--- src/rtl/word_aligner.sv ---
`timescale 1ns/1ps
// word_aligner
//   Comma-based word aligner that sits right after the deserializer. Incoming
//   10-bit words have arbitrary bit phase. Each new word is joined with the
//   previous one to form a 20-bit window. The ten possible 10-bit alignments
//   are searched for a K28.5 comma of either disparity. Repeated commas at one
//   offset lock the aligner to that offset. While locked, words are re-framed
//   on true symbol boundaries. Repeated commas at another offset drop the lock.
//
// Ports
//   clk          rising-edge clock
//   reset        synchronous, active-high reset
//   datin        unaligned input word, bit 0 = earliest received bit
//   datin_valid  strobe: datin carries a new word this cycle
//   datout       aligned output word, bit 0 = symbol bit a
//   dout_valid   strobe: datout carries a new aligned word this cycle
//   aligned      high while locked
//   comma_det    high when the current datout is a K28.5
//   align_offset current candidate or locked bit offset (0-9)
module word_aligner #(
  parameter int unsigned LOCK_CNT   = 3,
  parameter int unsigned UNLOCK_CNT = 2
) (
  input  logic       clk,
  input  logic       reset,
  input  logic [9:0] datin,
  input  logic       datin_valid,
  output logic [9:0] datout,
  output logic       dout_valid,
  output logic       aligned,
  output logic       comma_det,
  output logic [3:0] align_offset
);

  localparam logic [9:0] K_NEG     = 10'h17C;
  localparam logic [9:0] K_POS     = 10'h283;
  localparam logic [3:0] LOCK_TH   = 4'(LOCK_CNT);
  localparam logic [3:0] UNLOCK_TH = 4'(UNLOCK_CNT);

  typedef enum logic [1:0] {
    HUNT   = 2'd0,
    VERIFY = 2'd1,
    LOCKED = 2'd2
  } state_t;

  state_t      state, state_nxt;
  logic [3:0]  offset, offset_nxt;
  logic [3:0]  cnt, cnt_nxt;
  logic [3:0]  miss, miss_nxt;
  logic [9:0]  prev;
  logic        prev_full;

  logic [19:0] window;
  logic [9:0]  hit;
  logic        found;
  logic [3:0]  fk;
  logic [9:0]  cand_sel;
  logic        hit_sel;
  logic        advance;
  logic [3:0]  cnt_inc;
  logic [3:0]  miss_inc;

  // Older word in the low half, so candidate k starts k bits into the older word.
  assign window   = {datin, prev};
  assign found    = |hit;
  assign advance  = datin_valid && prev_full;
  assign cnt_inc  = cnt + 4'd1;
  assign miss_inc = miss + 4'd1;

  // Comma search over all ten candidates. It is disabled until a previous word exists.
  // NOTE: every always_comb output gets a default first so that no path leaves it unassigned (no latch).
  always_comb begin
    hit = '0;
    for (int k = 0; k < 10; k++) begin
      if (prev_full && (window[k +: 10] == K_NEG || window[k +: 10] == K_POS)) begin
        hit[k] = 1'b1;
      end
    end
  end

  // Priority pick of the lowest hitting offset. Scanning downward lets the lowest hit win.
  always_comb begin
    fk = '0;
    for (int k = 9; k >= 0; k--) begin
      if (hit[k]) fk = 4'(k);
    end
  end

  // Candidate and hit flag at the current offset. A mux is used instead of a
  // variable part-select so that offset values 10-15 cannot index past the window.
  always_comb begin
    cand_sel = '0;
    hit_sel  = 1'b0;
    for (int k = 0; k < 10; k++) begin
      if (offset == 4'(k)) begin
        cand_sel = window[k +: 10];
        hit_sel  = hit[k];
      end
    end
  end

  // Next-state logic. A word with no comma anywhere leaves everything untouched.
  always_comb begin
    state_nxt  = state;
    offset_nxt = offset;
    cnt_nxt    = cnt;
    miss_nxt   = miss;
    if (advance && found) begin
      unique case (state)
        HUNT: begin
          offset_nxt = fk;
          cnt_nxt    = 4'd1;
          if (LOCK_TH == 4'd1) begin
            state_nxt = LOCKED;
            miss_nxt  = '0;
          end else begin
            state_nxt = VERIFY;
          end
        end
        VERIFY: begin
          if (hit_sel) begin
            cnt_nxt = cnt_inc;
            if (cnt_inc == LOCK_TH) begin
              state_nxt = LOCKED;
              miss_nxt  = '0;
            end
          end else begin
            // Comma seen elsewhere: restart the count at the new offset.
            offset_nxt = fk;
            cnt_nxt    = 4'd1;
          end
        end
        LOCKED: begin
          if (hit_sel) begin
            miss_nxt = '0;
          end else begin
            miss_nxt = miss_inc;
            if (miss_inc == UNLOCK_TH) begin
              // Drop back to HUNT. The offset is kept for observability.
              state_nxt = HUNT;
              cnt_nxt   = '0;
              miss_nxt  = '0;
            end
          end
        end
        default: state_nxt = HUNT;
      endcase
    end
  end

  // NOTE: sequential state uses non-blocking assignments so that every register samples pre-edge values.
  always_ff @(posedge clk) begin
    // NOTE: the datapath registers (prev, datout) are reset as well, because the reset state defines them as zero.
    if (reset) begin
      state        <= HUNT;
      offset       <= '0;
      cnt          <= '0;
      miss         <= '0;
      prev         <= '0;
      prev_full    <= 1'b0;
      datout       <= '0;
      dout_valid   <= 1'b0;
      comma_det    <= 1'b0;
      aligned      <= 1'b0;
      align_offset <= '0;
    end else begin
      state  <= state_nxt;
      offset <= offset_nxt;
      cnt    <= cnt_nxt;
      miss   <= miss_nxt;
      if (datin_valid) begin
        prev      <= datin;
        prev_full <= 1'b1;
      end
      // Output uses the state before the edge. The word that causes lock entry
      // is therefore not emitted, and the word that causes lock exit still is.
      dout_valid <= datin_valid && (state == LOCKED);
      if (datin_valid && (state == LOCKED)) begin
        datout    <= cand_sel;
        comma_det <= hit_sel;
      end
      aligned      <= (state_nxt == LOCKED);
      align_offset <= offset_nxt;
    end
  end

endmodule

--- config.mk ---
export PLATFORM = sky130hd
export DESIGN_NAME = word_aligner
export DESIGN_NICKNAME = d
export VERILOG_FILES = /design/src/rtl/word_aligner.sv
export SDC_FILE = /design/constraint.sdc
export NUM_CORES = 1
export LEC_CHECK = 0
export CAP_MARGIN = 20
export CORE_ASPECT_RATIO = 1.75
export CORE_MARGIN = 2
export CORE_UTILIZATION = 30
export CTS_BUF_LIST = sky130_fd_sc_hd__clkbuf_8
export CTS_CLUSTER_DIAMETER = 120
export DETAILED_ROUTE_END_ITERATION = 16
export PLACE_DENSITY = 0.56
export SETUP_SLACK_MARGIN = 0.3
export SLEW_MARGIN = 20
export SYNTH_ARGS = -nofsm -noshare
export SYNTH_HDL_FRONTEND = slang
export SYNTH_SLANG_ARGS = --single-unit
--- constraint.sdc ---
create_clock -name clk -period 3.08 [get_ports clk]
set_input_delay 0.308 -clock clk [delete_from_list [all_inputs] [get_ports clk]]
set_output_delay 0.308 -clock clk [all_outputs]
set_load 0.05 [all_outputs]
==> impl_metrics.py <==
metrics = {
    "status": {
        "status": "complete, no violations",
    },
    "floorplanning": {
        "die_h_um": 144,
        "rows": 51,
        "io_pins": 30,
        "initial_core_util_pct": 30.6,
        "die_w_um": 84.2,
        "coreArea_um2": 11000,
        "die_area_um2": 12100,
    },
    "worst_setup_path": {
        "max_stage_delay_ns": 0.49,
        "cp_data_required_time_ns": 3.27,
        "worstSetupStartpointType": "register",
        "end_kind": "register",
        "critPathSlowestCell": "or4b_4",
        "crit_chain": "or4b_4, nor4_4, nor2_2, or3_4, a311oi_2, o31ai_2, buf_4, buf_4, o21bai_4, o32ai_1",
        "cp_num_buf_inv": 2,
        "critical_path.top_delay_family": "simple AND/OR/NAND/NOR gates",
        "r2r_cells": 10,
        "crit_type": "reg -> reg",
        "cpMostUsedCell": "buf_4",
        "reg2reg_slack_ns": 0.35,
        "cp.arrival_ns": 2.92,
        "critPathMaxFanout": 8,
        "r2r-start": "prev[8]$_SDFFE_PP0P_",
        "r2r-end": "miss[3]$_SDFFE_PP0P_",
    },
    "worst_hold_path": {
        "hp-start": "datin[2]",
        "whs_path_depth": 3,
        "min_to": "prev[2]$_SDFFE_PP0P_",
        "worst_hold_path_type": "in -> reg",
    },
    "synth": {
        "synth_nets": 452,
        "synth_area_um2": 3370,
        "synth_edf_count": 0,
        "syn_inst": 431,
        "synth.avg_cell_area_um2": 7.83,
        "synth.distinct_cells": 83,
        "synth_ff_type": "dfxtp_1",
        "yosysSeqAreaShare_pct": 22.6,
        "synthArstFlopShare_pct": 0,
        "yosys_warnings": 0,
        "ys_ff_latch": 38,
    },
    "clock_tree": {
        "path_clk_slew_ns": 0.08,
        "cts_tree": "done",
        "ctsHoldBuffers": 0,
        "cts_buffers": 5,
        "clk_latency_ns": 0.31,
        "htreeDepth": 2,
        "clock-sinks": 38,
        "clockBufferDepth": 2,
        "cts_root_buf": "clkbuf_8",
    },
    "sta": {
        "timing.final.ws_setup_ns": 0.353,
        "rsz0062_at_grt": "no",
        "tightest_slew_ns": 0.513,
        "min_period_over_period_pct": 88.5,
        "drv_slew": 0,
        "period_minus_slack_ns": 2.73,
        "slew-limit-headroom_pct": 65.5,
        "setup-violations-final": 0,
        "hold_viol_final": 0,
        "timing.fmax_mhz": 367,
        "fin_setup_tns_ns": 0,
        "fin_worst_skew_ns": 0.0111,
    },
    "grt": {
        "grt_pass1_vias": 3737,
        "overflow": 0,
        "antenna_found_initial": 0,
        "grt_max_degree": 24,
        "gr-usage-all-layers_pct": 19.9,
        "grt_pass1_wl_mm": 19.0,
    },
    "power": {
        "p_seq_share_pct": 49.3,
        "power_density_nw_per_um2": 233,
        "leakage_nw": 1.62,
        "swShare_pct": 30.0,
        "internal-power_w": 0.000736,
        "ir_drop_v": 0.000130,
        "p_sw_w": 0.000316,
        "pwr-share-clk_pct": 32.2,
        "pwr-share-comb_pct": 18.5,
    },
    "placed_design": {
        "dp_hpwl_mm": 9.33,
        "globalplace.congestion": 0.948,
        "pre_cts_ws_ns": -0.136,
        "dpl-instance-area_um2": 4150,
        "io_buffers": 29,
    },
    "layout": {
        "antenna_cells": 0,
        "fin_area_um2": 4530,
        "syn2layout_area_growth_pct": 34.2,
        "drive_gt1_share_pct": 29.8,
        "fin_nets": 527,
    },
    "route": {
        "drt_iter0_drc": 237,
        "vias": 3862,
        "via_per_inst": 6.05,
        "drc": 0,
        "wire_per_inst_um": 19.6,
        "ant_nets": 0,
        "first_pass_iters": 6,
        "drt_wl_total_mm": 12.5,
    },
    "job": {
        "cap_violations": 0,
    },
}
[worst register-to-register path, delay by kind of cell (launching register included)]
family	cells	cell delay [ns]
DFF	1	0.40
and+or+nand+nor	4	1.26
AOI/OAI and AO/OA	4	0.66
buffers and inverters	2	0.27
[sequential cells by signal, indices dropped and copies added, names as in the netlist]
register	count
prev_full	1
datout	10
offset	4
comma_det	1
state	2
prev	10
aligned	1
cnt	4
dout_valid	1
miss	4
[layout by cell type, fill, tap and decap left out, types with 4 or more instances in the layout]
cell type        instances
a222oi_1                10
and2_1                   5
nor2_1                  47
ha_1                     8
clkdlybuf4s50_1         23
nor4_1                   6
dfxtp_1                 32
a21oi_1                 28
nand2b_1                 8
nand4_1                  7
o21ai_0                 12
nand3_1                  8
mux2_2                   5
nor3_1                   7
clkbuf_8                 5
mux2i_1                 17
nand2_1                 28
nor2_2                   5
buf_4                   76
dfxtp_2                  4
a211oi_1                 6
o211ai_1                 6
a221oi_1                 4
and4b_1                  4
nand4b_1                 6
dlygate4sd2_1            4
nor4_4                   6
a22oi_1                 10
inv_1                   15
[per-stage QoR]
step                      hold slack [ns]  power, W  utilization [%]  std cells
final                               0.416   0.00105             41.0        638
after global routing                0.473   0.00109             41.0        638
after CTS                           0.464   0.00106             39.7        634
after detailed placement            0.453  0.000704             37.6        618
after global placement              0.447  0.000703             37.6        618
after floorplan                     0.456  0.000623                -        431
[metal layers]
| layer | part of all wire, % | vias to the layer above | GRT usage, % |
|---|---|---|---|
| li1 | - | 1799 | - |
| met1 | 33 | 1871 | 18.2 |
| met2 | 55 | 142 | 37.9 |
| met3 | 3.9 | 50 | 2.40 |
| met4 | 7.8 | 0 | 16.9 |
| met5 | 0 | - | 0 |
[what timing repair did]
action                                  4_1_cts  5_1_grt
setup buffers                                 8        3
resized for setup                            25       32
pin swaps                                    10       12
cloned                                        1        1
endpoints found under the setup margin       14       14
[how the worst max path moves through the flow]
stage | from | end | slack [ns] | cells after the start
after floorplan | offset[2]$_SDFFE_PP0P_ | state[0]$_SDFF_PP0_ | 0.35 | 9
after global placement | datin[0] | cnt[2]$_SDFFE_PP0P_ | -0.13 | 10
after detailed placement | datin[2] | miss[2]$_SDFFE_PP0P_ | -0.14 | 10
after CTS | prev_full$_SDFFE_PP0P_ | state[0]$_SDFF_PP0_ | 0.31 | 11
after global routing | prev[8]$_SDFFE_PP0P_ | miss[2]$_SDFFE_PP0P_ | 0.27 | 10
final | prev[8]$_SDFFE_PP0P_ | miss[3]$_SDFFE_PP0P_ | 0.35 | 10
[synthesized netlist by cell type, types with 3 or more instances]
cell | number | area [um2]
or3_1 | 3 | 18.8
and2_1 | 5 | 31.3
and4b_1 | 4 | 40.0
nor2_1 | 51 | 191
o211ai_1 | 6 | 45.0
o31ai_1 | 4 | 30.0
o311ai_0 | 3 | 26.3
buf_1 | 5 | 18.8
inv_1 | 13 | 48.8
nor4_1 | 10 | 62.6
nor4_4 | 3 | 63.8
nand4b_1 | 6 | 52.6
nand4_1 | 7 | 43.8
mux2_2 | 5 | 56.3
nor2b_1 | 3 | 18.8
nand2b_1 | 9 | 56.3
o21ai_0 | 14 | 70.1
or4_1 | 3 | 22.5
nor3_1 | 7 | 35.0
nor4bb_1 | 4 | 40.0
dfxtp_1 | 38 | 761
a21oi_1 | 30 | 150
a31oi_1 | 3 | 18.8
nor4b_1 | 3 | 26.3
or4b_4 | 3 | 41.3
nand3_1 | 8 | 40.0
a311oi_1 | 3 | 26.3
a22oi_1 | 10 | 75.1
a221oi_1 | 4 | 35.0
mux2i_1 | 17 | 170
a211oi_1 | 6 | 45.0
nand3b_1 | 3 | 22.5
clkbuf_1 | 22 | 82.6
buf_2 | 9 | 45.0
a222oi_1 | 10 | 100
ha_1 | 8 | 100
nand2_1 | 29 | 109
[power groups by stage]
stage	Clock [W]	Sequential [W]	Combinational [W]
after detailed placement	0	0.000528	0.000176
after global routing	0.000369	0.000520	0.000206
after global placement	0	0.000528	0.000175
after floorplan	0	0.000518	0.000105
final	0.000339	0.000519	0.000195
after CTS	0.000357	0.000519	0.000183
[area by class of cell]
type | instances | area [um2]
Fill cell | 1124 | 6510
Timing Repair Buffer | 110 | 897
Sequential cell | 38 | 773
Clock inverter | 2 | 7.51
Multi-Input combinational cell | 338 | 2560
Tap cell | 132 | 165
Inverter | 13 | 48.8
Clock buffer | 5 | 68.8
[cells by family after synthesis]
family / Yosys count / synth area share, %
and+or+nand+nor: 185 / 33.8
adders and majority gates: 8 / 2.97
DFF: 38 / 22.6
AOI/OAI and AO/OA: 121 / 26.3
xor gates and xnor gates: 2 / 0.519
buffers and inverters: 55 / 7.20
muxes: 22 / 6.71
Power figures use the tool's default switching activity.
